[src/rtl/regfile_wb_arbiter_pkg.sv]
// Shared constants for the register-file write-back arbiter: default widths
// and the fixed requester slot assignment.
package regfile_wb_arbiter_pkg;

  localparam int NREQ_DEFAULT = 3;
  localparam int AW_DEFAULT   = 5;
  localparam int DW_DEFAULT   = 32;

  localparam int WB_PIPE = 0;
  localparam int WB_MDU  = 1;
  localparam int WB_LSU  = 2;

endpackage

[src/rtl/regfile_wb_arbiter_rr_arbiter.sv]
// Round-robin arbiter: combinational one-hot grant from the request vector
// and a pointer that moves just past the most recent winner.
module rr_arbiter #(
  parameter int NREQ = 3
) (
  input  logic            clk,
  input  logic            rst_n,
  input  logic [NREQ-1:0] req,
  output logic [NREQ-1:0] grant
);

  localparam int PW = (NREQ > 1) ? $clog2(NREQ) : 1;

  logic [PW-1:0] ptr_d, ptr_q;
  logic          found;
  int            idx;

  always_comb begin
    grant = '0;
    ptr_d = ptr_q;
    found = 1'b0;
    idx   = 0;
    for (int k = 0; k < NREQ; k++) begin
      idx = (int'(ptr_q) + k) % NREQ;
      if (!found && req[idx]) begin
        grant[idx] = 1'b1;
        found      = 1'b1;
        ptr_d      = PW'((idx + 1) % NREQ);
      end
    end
    // Nothing may be granted while reset is asserted.
    if (!rst_n) begin
      grant = '0;
    end
  end

  always_ff @(posedge clk) begin
    if (!rst_n) begin
      ptr_q <= '0;
    end else begin
      ptr_q <= ptr_d;
    end
  end

endmodule

[src/rtl/regfile_wb_arbiter.sv]
// Write-back port arbiter: picks one requester per cycle, registers the
// register-file write, and tracks pending writes in a busy scoreboard.
module regfile_wb_arbiter
  import regfile_wb_arbiter_pkg::*;
#(
  parameter int NREQ = NREQ_DEFAULT,
  parameter int AW   = AW_DEFAULT,
  parameter int DW   = DW_DEFAULT
) (
  input  logic               clk,
  input  logic               rst_n,
  input  logic [NREQ-1:0]    req_valid,
  output logic [NREQ-1:0]    req_ready,
  input  logic [NREQ*AW-1:0] req_addr,
  input  logic [NREQ*DW-1:0] req_data,
  input  logic               rsv_valid,
  input  logic [AW-1:0]      rsv_addr,
  output logic               we,
  output logic [AW-1:0]      waddr,
  output logic [DW-1:0]      wdata,
  output logic [2**AW-1:0]   busy
);

  logic [NREQ-1:0]  grant;
  logic             xfer;
  logic [AW-1:0]    sel_addr;
  logic [DW-1:0]    sel_data;
  logic             we_d, we_q;
  logic [AW-1:0]    waddr_d, waddr_q;
  logic [DW-1:0]    wdata_d, wdata_q;
  logic [2**AW-1:0] busy_d, busy_q;

  rr_arbiter #(.NREQ(NREQ)) u_arb (
    .clk   (clk),
    .rst_n (rst_n),
    .req   (req_valid),
    .grant (grant)
  );

  assign req_ready = grant;
  assign xfer      = |grant;

  // Grant is one-hot or zero, so an AND-OR mux selects the winner's payload.
  always_comb begin
    sel_addr = '0;
    sel_data = '0;
    for (int i = 0; i < NREQ; i++) begin
      sel_addr = sel_addr | (grant[i] ? req_addr[i*AW +: AW] : '0);
      sel_data = sel_data | (grant[i] ? req_data[i*DW +: DW] : '0);
    end
  end

  always_comb begin
    we_d    = xfer && (sel_addr != '0);
    waddr_d = xfer ? sel_addr : waddr_q;
    wdata_d = xfer ? sel_data : wdata_q;
    busy_d  = busy_q;
    // A reservation beats a retiring write to the same register.
    for (int r = 0; r < 2**AW; r++) begin
      if (r == 0) begin
        busy_d[r] = 1'b0;
      end else if (rsv_valid && (int'(rsv_addr) == r)) begin
        busy_d[r] = 1'b1;
      end else if (we_q && (int'(waddr_q) == r)) begin
        busy_d[r] = 1'b0;
      end else begin
        busy_d[r] = busy_q[r];
      end
    end
  end

  always_ff @(posedge clk) begin
    if (!rst_n) begin
      we_q    <= 1'b0;
      waddr_q <= '0;
      wdata_q <= '0;
      busy_q  <= '0;
    end else begin
      we_q    <= we_d;
      waddr_q <= waddr_d;
      wdata_q <= wdata_d;
      busy_q  <= busy_d;
    end
  end

  assign we    = we_q;
  assign waddr = waddr_q;
  assign wdata = wdata_q;
  assign busy  = busy_q;

endmodule
[config.mk]
export PLATFORM = sky130hd
export DESIGN_NAME = regfile_wb_arbiter
export DESIGN_NICKNAME = d
export VERILOG_FILES = /design/src/rtl/regfile_wb_arbiter_pkg.sv /design/src/rtl/regfile_wb_arbiter_rr_arbiter.sv /design/src/rtl/regfile_wb_arbiter.sv
export SDC_FILE = /design/constraint.sdc
export NUM_CORES = 1
export LEC_CHECK = 0
export CORE_ASPECT_RATIO = 1.1
export CORE_UTILIZATION = 42
export CTS_CLUSTER_SIZE = 16
export DETAILED_ROUTE_END_ITERATION = 6
export GPL_TIMING_DRIVEN = 0
export HOLD_SLACK_MARGIN = 0.06
export PLACE_DENSITY = 0.86
export SLEW_MARGIN = 10
export SYNTH_ARGS = -nofsm -noshare
export SYNTH_HDL_FRONTEND = slang
export SYNTH_SLANG_ARGS = --single-unit
[constraint.sdc]
create_clock -name clk -period 7.45 [get_ports clk]
set_input_delay 0.745 -clock clk [delete_from_list [all_inputs] [get_ports clk]]
set_output_delay 0.745 -clock clk [all_outputs]
set_load 0.005 [all_outputs]
==> reports/results.tsv <==
metric	value	unit
status	complete, no violations	
sequential area share after synthesis	0.337	
drt total wl	15100	um
later-pin clock latency in the skew report	0.35	ns
Placement Cell Area	6300	um^2
die height	107	um
first-pass GRT wire length	23400	um
Worst EP required	7.72	ns
syn nets	660	
Largest stage delay, worst path	0.50	ns
RSZ-0062 raised after global routing	no	
total clock sinks	71	
fmax	145	MHz
power after layout	2.27	mW
Min Hold Slack	0.458	ns
final instance count without filler cells	851	
CTS H-tree lvls	3	
gpl congestion	0.931	
Post-CTS Resized	0	
largest net degree at the start of global routing	15	
dpl ws	0.574	ns
layout cell share with drive strength beyond 1	0.0629	
placed instance count	835	
most frequent cells in the layout	clkdlybuf4s50_1 (193), nand2_1 (89), a21oi_1 (74)	
ANT cells	0	
Nets	864	
TritonCTS clock tree	yes	
drt pass-1 iters	7	
Post-CTS Setup Bufs	0	
endpoints failing setup	0	
WL per Instance	17.8	um
Setup TNS	0	ns
aggregate global-route resource usage	0.277	
clock slew seen by the registers of the worst setup and hold paths	0.08	ns
Worst Tran Pin Value	1.18	ns
vias in the first global route	4865	
critical path capture point	u_arb.ptr_q[0]	
Max Slew Vio Count	0	
critical path type	reg2reg	
yosys warns	0	
number of DRC markers in iteration 0	586	
DP HPWL	11900	um
initial core utilization	0.431	
# DRC	0	
final core utilization	0.666	
Final WS setup	0.560	ns
area grow syn2layout	54.7	%
die width	97.6	um
CP Capture Type	flip-flop	
Critical Path Fanout Max	10	
max-cap viol count	0	
relative slew slack	0.209	
clock buffer depth	2	
VDD IR max	191	uV
worst min path class	reg2reg	
r2r startpoint	u_arb.ptr_q[1]	
leakage power figure	2.34	nW
number of synthesized register bits	71	
total gr overflow	0	
most common cell after layout, fill and taps aside	clkdlybuf4s50_1	
Core Region	9790	um^2
cts bufs inserted	9	
Vias	4957	
CP max-delay cell	dfxtp_1	
reg2reg setup slack	0.56	ns
Die Area	10400	um^2
Post-DRT Antenna Nets	0	
Netlist cell types	68	
Reg2Reg Depth	27	
endpoints failing hold	0	
Post-Synthesis Cells	522	
async set-or-reset flop fraction in the synthesized netlist	0	
fill cell count	808	
IO Pins	195	
design area	6520	um^2
power density cells	348	nW/um^2
Yosys top cell area share	0.337	
final setup skew	0.0134	ns
most used cell, CP	ha_1	
CP delay by family, top	compound AO/OA/AOI/OAI gates	
vias per inst	5.82	
Avg Inst Size Synth	8.08	um^2
Levels on crit path	27	
FF-to-FF End	u_arb.ptr_q[0]	
Synth area leaders	dfxtp_1 (34%), a21oi_1 (8.8%), a222oi_1 (8.8%), nand2_1 (7.9%), ha_1 (4.7%)	
root buffer cell	clkbuf_8	
crit path from	u_arb.ptr_q[1]	
hold buffers post-CTS	0	
largest area contributor in the netlist	dfxtp_1	
CP bufs+invs	3	
EDFF count, synth	0	
post-synthesis cell area	4220	um^2
antenna violations before repair	0	
Final Critical Period	6.89	ns
Worst setup SP type	flip-flop	
WP data arrival	7.16	ns
input/output buffers	193	
fin crit share	0.925	
row count	38	
Top FF cell, synth	dfxtp_1	
## logic make-up (layout without fill, tap and decap cells)
kind of cell,after synthesis,count (layout),share of synthesized area
AND/OR/NAND/NOR,179,179,0.208
other,1,1,0.000889
buffers and inverters,46,255,0.0457
adder cells (fa/ha/maj),16,16,0.0475
multiplexers,10,10,0.0294
XOR/XNOR,6,6,0.0142
flip-flops,71,71,0.337
AO/OA/AOI/OAI,193,193,0.317
## state kept, by name, indices dropped and copies added (netlist names)
| register | count |
|---|---|
| wdata | 32 |
| waddr | 5 |
| we | 1 |
| u_arb.ptr_q | 2 |
| busy | 31 |
## synth_stat cells (all sizes together), types with 6 or more instances
library cell and count:
mux2i 7, buf 6, nand2b 17, nand3 8, clkbuf 27, a21oi 75, nand3b 7, nor2 23
nand2 89, nor2b 6, dfxtp 71, inv 13, a222oi 37, o21ai 41, ha 16, nor3 7
## power by group
| group | switching [mW] | internal (mW) |
|---|---|---|
| Clock | 0.163 | 0.192 |
| Combinational | 0.770 | 0.631 |
| Sequential | 0.0562 | 0.458 |
## worst min path at each step
| stage | endpoint | cells after the start | slack (ns) | startpoint |
|---|---|---|---|---|
| floorplan | wdata[0] | 2 | 0.45 | wdata[0] |
| global placement | wdata[27] | 2 | 0.44 | wdata[27] |
| detailed placement | wdata[10] | 2 | 0.45 | wdata[10] |
| CTS | wdata[10] | 2 | 0.46 | wdata[10] |
| global route | wdata[3] | 2 | 0.48 | wdata[3] |
| finish | wdata[3] | 2 | 0.46 | wdata[3] |
## layer usage
| layer | part of all wire | global-route usage |
|---|---|---|
| met5 | 0 | 0 |
| met4 | 0.019 | 0.0893 |
| met3 | 0.075 | 0.0495 |
| met2 | 0.52 | 0.519 |
| met1 | 0.39 | 0.317 |
## final cells by class
type | instances | area (um^2) | area share
Timing Repair Buffer | 193 | 1930 | 0.296
Inverter | 13 | 48.8 | 0.00748
Multi-Input combinational cell | 405 | 2600 | 0.399
Buffer | 33 | 144 | 0.0221
Sequential cell | 71 | 1420 | 0.218
Tap cell | 120 | 150 | 0.0230
Clock buffer | 9 | 124 | 0.0190
Clock inverter | 7 | 100 | 0.0153
## worst reg2reg max path, stage by stage (launching register included)
cell,delay (ns)
dfxtp_1,0.50
inv_1,0.15
ha_1,0.30
buf_4,0.17
clkbuf_1,0.34
nor2_1,0.14
a21o_1,0.18
a22o_1,0.19
a21oi_1,0.15
a22o_1,0.21
ha_1,0.31
o21a_1,0.27
nand3b_1,0.13
and4_4,0.19
or3_4,0.37
mux2i_1,0.22
ha_1,0.35
a2111oi_4,0.48
xnor2_1,0.18
ha_1,0.28
a31oi_1,0.37
nand2_1,0.12
xor2_1,0.16
ha_1,0.20
a31oi_1,0.22
o2111ai_1,0.23
o21a_1,0.24
o211ai_1,0.17
(Power assumes the default switching activity.)
